**config.mk**
```make
export PLATFORM = sky130hd
export DESIGN_NAME = anim_scheduler
export DESIGN_NICKNAME = d
export VERILOG_FILES = /design/src/rtl/anim_pkg.sv /design/src/rtl/anim_scheduler_tick_div.sv /design/src/rtl/anim_scheduler.sv
export SDC_FILE = /design/constraint.sdc
export NUM_CORES = 1
export LEC_CHECK = 0
export ABC_CLOCK_PERIOD_IN_PS = 3040
export CAP_MARGIN = 20
export CELL_PAD_IN_SITES_DETAIL_PLACEMENT = 0
export CELL_PAD_IN_SITES_GLOBAL_PLACEMENT = 1
export CORE_MARGIN = 10
export CORE_UTILIZATION = 25
export CTS_CLUSTER_SIZE = 24
export DETAILED_ROUTE_END_ITERATION = 12
export GPL_TIMING_DRIVEN = 1
export PLACE_DENSITY_LB_ADDON = 0.3
export SLEW_MARGIN = 20
export SYNTH_ARGS = -nofsm -noshare
export SYNTH_HDL_FRONTEND = slang
export SYNTH_SLANG_ARGS = --single-unit
export TNS_END_PERCENT = 10
```
**constraint.sdc**
```tcl
create_clock -name clk -period 3.04 [get_ports clk]
set_input_delay 0.304 -clock clk [delete_from_list [all_inputs] [get_ports clk]]
set_output_delay 0.304 -clock clk [all_outputs]
set_load 0.05 [all_outputs]
```
**src/rtl/anim_pkg.sv**
```systemverilog
// Shared types and constants for the 7-segment animation scheduler.
package anim_pkg;

    typedef enum logic [1:0] {
        IDLE  = 2'd0,
        RUN   = 2'd1,
        BLANK = 2'd2
    } state_e;

    localparam logic [6:0] SEG_BLANK = 7'h7F;
    localparam logic [7:0] AN_BLANK  = 8'hFF;

    // Highest set bit wins; result is one-hot, or zero when nothing is set.
    function automatic logic [3:0] prio_enc4(input logic [3:0] v);
        logic [3:0] r;
        r = 4'b0000;
        if (v[3])      r = 4'b1000;
        else if (v[2]) r = 4'b0100;
        else if (v[1]) r = 4'b0010;
        else if (v[0]) r = 4'b0001;
        return r;
    endfunction

endpackage

```
**src/rtl/anim_scheduler_tick_div.sv**
```systemverilog
// Free-running divider: counts 0..DIV-1 and emits a registered one-cycle tick on each wrap.
module tick_div #(
    parameter int DIV = 12
) (
    input  logic clk,
    input  logic rst,
    output logic tick
);
    localparam int W = (DIV > 1) ? $clog2(DIV) : 1;
    localparam logic [W-1:0] LAST = W'(DIV - 1);

    logic [W-1:0] cnt_q, cnt_d;
    logic         tick_q, tick_d;

    always_comb begin
        tick_d = (cnt_q == LAST);
        cnt_d  = (cnt_q == LAST) ? '0 : cnt_q + W'(1);
    end

    always_ff @(posedge clk or posedge rst) begin
        if (rst) begin
            cnt_q  <= '0;
            tick_q <= 1'b0;
        end else begin
            cnt_q  <= cnt_d;
            tick_q <= tick_d;
        end
    end

    assign tick = tick_q;

endmodule

```
**src/rtl/anim_scheduler.sv**
```systemverilog
// Display arbiter for up to four 7-segment animations, with a forced blank gap
// on every ownership change and the shared scan/step tick generators.
module anim_scheduler
    import anim_pkg::*;
#(
    parameter int CLK_HZ      = 100_000_000,
    parameter int SCAN_HZ     = 1000,
    parameter int STEP_HZ     = 3,
    parameter int BLANK_TICKS = 8
) (
    input  logic        clk,
    input  logic        rst,
    input  logic [3:0]  req,
    input  logic [27:0] seg_in,
    input  logic [31:0] an_in,
    output logic [3:0]  grant,
    output logic        scan_tick,
    output logic        step_tick,
    output logic [6:0]  segmentos,
    output logic [7:0]  anodos,
    output logic        busy
);
    // state | meaning
    // IDLE  | no owner, pins blank
    // RUN   | grant_q owns the display
    // BLANK | changing owner, pins blank for BLANK_TICKS scan ticks

    localparam int SCAN_DIV = CLK_HZ / SCAN_HZ;
    localparam int STEP_DIV = CLK_HZ / STEP_HZ;
    localparam int BW = (BLANK_TICKS > 1) ? $clog2(BLANK_TICKS) : 1;
    localparam logic [BW-1:0] BLANK_LAST = BW'(BLANK_TICKS - 1);

    logic [3:0]    req_m_q, req_s_q;
    state_e        state_q, state_d;
    logic [3:0]    grant_q, grant_d;
    logic [BW-1:0] blank_cnt_q, blank_cnt_d;
    logic [6:0]    seg_q, seg_d;
    logic [7:0]    an_q, an_d;
    logic [3:0]    higher_mask;

    tick_div #(.DIV(SCAN_DIV)) u_scan_div (
        .clk  (clk),
        .rst  (rst),
        .tick (scan_tick)
    );

    tick_div #(.DIV(STEP_DIV)) u_step_div (
        .clk  (clk),
        .rst  (rst),
        .tick (step_tick)
    );

    always_ff @(posedge clk or posedge rst) begin
        if (rst) begin
            req_m_q <= 4'b0000;
            req_s_q <= 4'b0000;
        end else begin
            req_m_q <= req;
            req_s_q <= req_m_q;
        end
    end

    always_ff @(posedge clk or posedge rst) begin
        if (rst) begin
            state_q     <= IDLE;
            grant_q     <= 4'b0000;
            blank_cnt_q <= '0;
            seg_q       <= SEG_BLANK;
            an_q        <= AN_BLANK;
        end else begin
            state_q     <= state_d;
            grant_q     <= grant_d;
            blank_cnt_q <= blank_cnt_d;
            seg_q       <= seg_d;
            an_q        <= an_d;
        end
    end

    // Bits strictly above the one-hot owner, e.g. 0010 -> 1100.
    assign higher_mask = ~(grant_q | (grant_q - 4'd1));

    always_comb begin
        state_d     = state_q;
        grant_d     = grant_q;
        blank_cnt_d = blank_cnt_q;
        case (state_q)
            IDLE: begin
                if (req_s_q != 4'b0000) begin
                    state_d = RUN;
                    grant_d = prio_enc4(req_s_q);
                end
            end
            RUN: begin
                if (((req_s_q & grant_q) == 4'b0000) ||
                    ((req_s_q & higher_mask) != 4'b0000)) begin
                    state_d     = BLANK;
                    grant_d     = 4'b0000;
                    blank_cnt_d = '0;
                end
            end
            BLANK: begin
                if (scan_tick) begin
                    if (blank_cnt_q == BLANK_LAST) begin
                        blank_cnt_d = '0;
                        grant_d     = prio_enc4(req_s_q);
                        state_d     = (req_s_q != 4'b0000) ? RUN : IDLE;
                    end else begin
                        blank_cnt_d = blank_cnt_q + BW'(1);
                    end
                end
            end
            default: begin
                state_d     = IDLE;
                grant_d     = 4'b0000;
                blank_cnt_d = '0;
            end
        endcase
    end

    always_comb begin
        seg_d = SEG_BLANK;
        an_d  = AN_BLANK;
        busy  = (state_q != IDLE);
        if (state_q == RUN) begin
            for (int i = 0; i < 4; i++) begin
                if (grant_q[i]) begin
                    seg_d = seg_in[7*i +: 7];
                    an_d  = an_in[8*i +: 8];
                end
            end
        end
    end

    assign grant     = grant_q;
    assign segmentos = seg_q;
    assign anodos    = an_q;

endmodule

```
# Word level (Yosys, flattened, before mapping)
# Cells that the tools add are included.
# op_classes
add_sub_neg	4
eq_ne	9
muxes	31
bitwise	5
n_reduce_logical	8
# op_table
op	n
$mux W8	5
$mux W7	5
$add A25 B1 Y25 const B	1
$eq A25 B25 Y1 const B	1
$mux W25	1
$mux W4	6
$add A17 B1 Y17 const B	1
$eq A17 B17 Y1 const B	1
$mux W17	1
$pmux W4 S3	1
$mux W2	5
$mux W3	3
$pmux W3 S3	1
$and A4 B4 Y4	2
$reduce_bool A4 Y1	2
$ne A2 B2 Y1 const B	3
$pmux W2 S3	1
$logic_not A4 Y1	1
$not A4 Y4	1
$or A4 B4 Y4	1
$reduce_and A4 Y1	1
$sub A4 B1 Y4 const B	1
$add A3 B1 Y3 const B	1
$eq A3 B3 Y1 const B	1
9 further kinds	10
# word_totals
ff_bits	76
input_bits	66
out_inout_bits	22
elab_cells	68

# Depth between registers and ports, before layout
# logic_depth
word_depth	8
mapped_depth	7
ltp_nobuf	6

# Modules after synthesis
# A second synthesis with hierarchy kept.
# hier_totals
cells_unflattened	367
area_unflattened_um2	3852.4
# by_module_without_submodules
module	n_inst	cells_each	area_per_inst_um2	seq_area_each_um2
anim_scheduler	1	164	1680.4	819.5
tick_div at u_step_div	1	127	1321.3	650.6
tick_div at u_scan_div	1	76	850.8	450.4

# Least setup slack after synthesis
# OpenSTA, ideal clock, no wires.
# synth_timing
kind	reg2reg
from	register grant_q[0], in the netlist grant[0]
to	register state_q[1]
setup_time_ps	137
arrival_ps	1656
path_slack_ps	1248
stages_incl_launch_ff	5
n_path_buf	0
cell_sequence	dfrtp_1 > or3b_1 > a311o_1 > nor2_2 > o21ai_0
# synth_via
elab_chain_len	8
word_cells_on_any_way	10
classes_between	add/sub (1); eq/ne (1); bitwise (4); reduce/logical (4)
# synth_rtl
item	line	text
from (decl)	anim_scheduler.sv:35	logic [3:0] grant_q, grant_d;
from (signal assigned)	anim_scheduler.sv:72	grant_q <= grant_d;
$sub A4 B1 Y4	anim_scheduler.sv:80	assign higher_mask = ~(grant_q | (grant_q - 4'd1));
$or A4 B4 Y4	anim_scheduler.sv:80	
$not A4 Y4	anim_scheduler.sv:80	
$and A4 B4 Y4	anim_scheduler.sv:95	((req_s_q & higher_mask) != 4'b0000)) begin
$reduce_bool A4 Y1	anim_scheduler.sv:95	
$logic_or A1 B1 Y1 *	anim_scheduler.sv:94	if (((req_s_q & grant_q) == 4'b0000) ||
$ne A2 B2 Y1 (no line) *	--	
$reduce_and A4 Y1 (no line) *	--	
to (signal assigned)	anim_scheduler.sv:71	state_q <= state_d;
to (decl)	anim_scheduler.sv:34	state_e state_q, state_d;
# Mark *: on every way between the ends. The rest lies on a longest branch, timed or not.
# A chain may end at the register's enable or synchronous reset.

# Worst setup path after layout
# layout_timing
from	register grant_q[1], in the netlist grant[1]
to	output port grant[1]
# layout_lines
item	line	text
to (decl)	anim_scheduler.sv:16	output logic [3:0] grant,
# No word-level cell between the ends.

==> reports/qor.csv <==
stage,metric,value,unit
worst_setup_path,cp_max_fo,21,
synth,ys_seq_area_share,50.08,%
timing,min_period,2386,ps
global_route,grt_pass1_wl,16500,µm
route,viasPerCell,4.724,
outcome,status,"complete, no violations",
worst_setup_path,worstPathRequired,2740,ps
synth,synth-main-ff-cell,dfrtp_1,
clock_network,cts_sinks,76,
clock_network,clkLatencyLatePin,330,ps
route,drt_pass1_iterations,4,
die,fp-row-count,45,
worst_setup_path,worstSetupPathType,reg2out,
synth,syn_area_per_cell,10.01,µm²
pwr,power.density,658.8,nW/µm²
place,post_dp_cell_area,4917,µm²
timing,tightest_slew,713.0,ps
route,drtAntennaViolNets,0,
route,vias,3127,
clock_network,cts_buffer_depth,2,
timing,slew_headroom,52.47,%
clock_network,ctsHoldBuffers,0,
worst_setup_path,cp_slowest_cell,clkdlybuf4s50_1,
clock_network,clockRootBuffer,clkbuf_16,
global_route,grt_overflow_total,0,
route,met3_length,972,µm
synth,syn_inst,383,
worst_setup_path,arrival,2080,ps
clock_network,path_clk_slew,60,ps
global_route,antenna_found_initial,0,
timing,report.final.slew_viol_count,0,
route,drc,0,
global_route,grt_pass1_vias,3185,
place,dp_cells,646,
route,drtIter0Drc,165,
synth,syn_area,3835,µm²
synth,async_flop_share,100.0,%
die,ios,88,
timing,fin_ws,653.8,ps
timing,finalSetupViolations,0,
clock_network,post_cts_buffers,0,
route,routed_wl,10150,µm
layout,final_nets,540,
pwr,p_leak,2.163,nW
pwr,power,3.457,mW
hold_path,hold_path_class,in2async,
timing,max_freq,0.4191,GHz
place,place_ws,1003,ps
die,die_area,20690,µm²
flow_run,cap_violations,0,
pwr,ir_drop,0.2547,mV
worst_setup_path,critPathLaunchType,flop,
route,topRoutingLayerUsed,met4,
clock_network,tritoncts,done,
worst_setup_path,critPathBufInv,1,
layout,final_cells,662,
synth,synth_nets,454,
layout,postLayoutCoreUtil,34.78,%
worst_setup_path,reg2regPathDepth,4,
die,initial_utilization,25.41,%
route,routedLengthMet1,4952,µm
synth,synth_cell_types,48,
layout,finalInstanceArea,5248,µm²
synth,synth-seq-cells,76,
timing,hold_viol,0,
die,die_y,143.9,µm
layout,area_growth,36.84,%
synth,yosys_warnings,0,
place,gp_congestion,0.7764,
worst_setup_path,startpoint,grant[1]$_DFFE_PP0P_,
die,coreArea,15090,µm²
worst_setup_path,crit_family,buffers and inverters,
route,post_drt_wl_per_cell,15.34,µm
place,dp_hpwl,7386,µm
layout,drive_gt1_share,9.705,%
layout,num_antenna_cells,0,
timing,fin_hold_ws,346.2,ps
die,die_w,143.9,µm
global_route,grt_max_degree,36,
clock_network,cts_resized,0,
synth,synth_edf_count,0,
timing,fin_tns_setup,0,ps
timing,rsz0062_at_grt,false,
worst_setup_path,reg2reg_from,grant[1]$_DFFE_PP0P_,
worst_setup_path,max_stage_delay,950,ps
clock_network,htree_levels,3,
global_route,grt.total_usage,9.940,%
timing,period_share,78.49,%
route,wl_met2,4116,µm
timing,fin_skew,6.873,ps
worst_setup_path,cp.depth,1,
worst_setup_path,end_kind,output port,
clock_network,cts_inserted_buffers,9,
worst_setup_path,critical_path.cell_chain,clkdlybuf4s50_1,
place,port_buffers,87,
==> cell families (layout without fill, tap and decap cells) <==
family | Yosys count | after routing | synth area share, %
AOI/OAI and AO/OA | 76 | 76 | 12.89
xor gates and xnor gates | 29 | 29 | 6.623
adders and majority gates | 5 | 5 | 1.631
buffers and inverters | 55 | 146 | 5.840
DFF | 76 | 76 | 50.08
muxes | 3 | 3 | 0.7831
and+or+nand+nor | 139 | 139 | 22.15
==> Yosys cell counts (all sizes together), types with 4 or more instances <==
library cell	count	share of area [%]
dfrtp	61	40
a21oi	40	5.2
inv	36	3.5
nor2	21	2.1
xnor2	18	4.1
nor3b	17	3.3
nand3	16	2.1
a221oi	15	3.4
dfstp	15	10
nand2	14	1.4
nand4	13	2.5
clkbuf	11	1.1
xor2	11	2.5
nor3	9	1.2
buf	8	1.2
nor2b	7	1.1
and4	6	1.4
o21ai	6	0.88
and3	5	0.82
ha	5	1.6
nor4	5	0.82
nor4b	5	1.1
or3	4	0.65
==> registers in the layout, summed over array words and instances (netlist names) <==
signal / cells
blank_cnt_q: 3
anodos: 8
u_scan_div.cnt_q: 17
req_s_q: 4
state_q: 2
grant: 4
u_scan_div.tick: 1
segmentos: 7
u_step_div.tick: 1
u_step_div.cnt_q: 25
req_m_q: 4
==> power breakdown <==
group | internal [mW] | switching (mW) | leakage, nW
combinational | 0.410 | 0.631 | 1.05
sequential | 1.14 | 0.0929 | 0.957
clock | 0.733 | 0.448 | 0.159
total | 2.29 | 1.17 | 2.16
==> cell type report <==
cell class                 count  area (µm²)
clock inverter                 7       105.1
inverter                      36       135.1
fill                        1512        9842
timing repair buffer          94       935.9
multi-input combinational    252        1690
tap                          188       235.2
sequential                    76        1921
clock buffer                   9       225.2
==> final timing paths <==
path	to	slack, ps
worst max-delay path	grant[1]	650
worst min-delay path	req_m_q[3]$_DFF_PP0_	350
worst max register to register	blank_cnt_q[1]$_DFFE_PP0P_	1090
worst min register to register	req_s_q[0]$_DFF_PP0_	350
max in group asynchronous	segmentos[4]$_DFF_PP1_	1980
min in group clk	req_s_q[0]$_DFF_PP0_	350
==> layout by cell type (no fill, tap or decap), types with 2 or more instances in the layout <==
master	n
buf_4	6
bufinv_16	2
nor4_1	5
nor3_1	9
o21ai_0	5
and4_1	4
clkdlybuf4s50_1	87
and4_2	2
nor4bb_1	3
nand2b_1	3
nand4_1	12
and3_1	5
a32o_1	3
nor3b_1	17
dfstp_2	15
clkbuf_16	9
nor4b_1	5
xnor2_1	18
nand2_1	14
a221oi_1	15
a21oi_1	40
and4b_1	2
nand3_1	16
inv_1	35
ha_1	5
dfrtp_1	61
inv_6	3
o2bb2ai_1	3
nor2_1	20
xor2_1	11
nor2b_1	7
or3_1	4
mux2i_1	3
or4_1	3
o31ai_1	3
==> layer usage <==
layer	vias up	track usage [%]
met2	105	14.47
met4	0	3.385
met5	-	0
li1	1545	-
met1	1470	13.36
met3	7	3.399
==> worst register-to-register path, delay by kind of cell (launching register included) <==
family | cells | cell delay [ps]
flops | 1 | 650
compound gates | 2 | 550
simple gates | 2 | 680
Power figures use the tool's default switching activity.
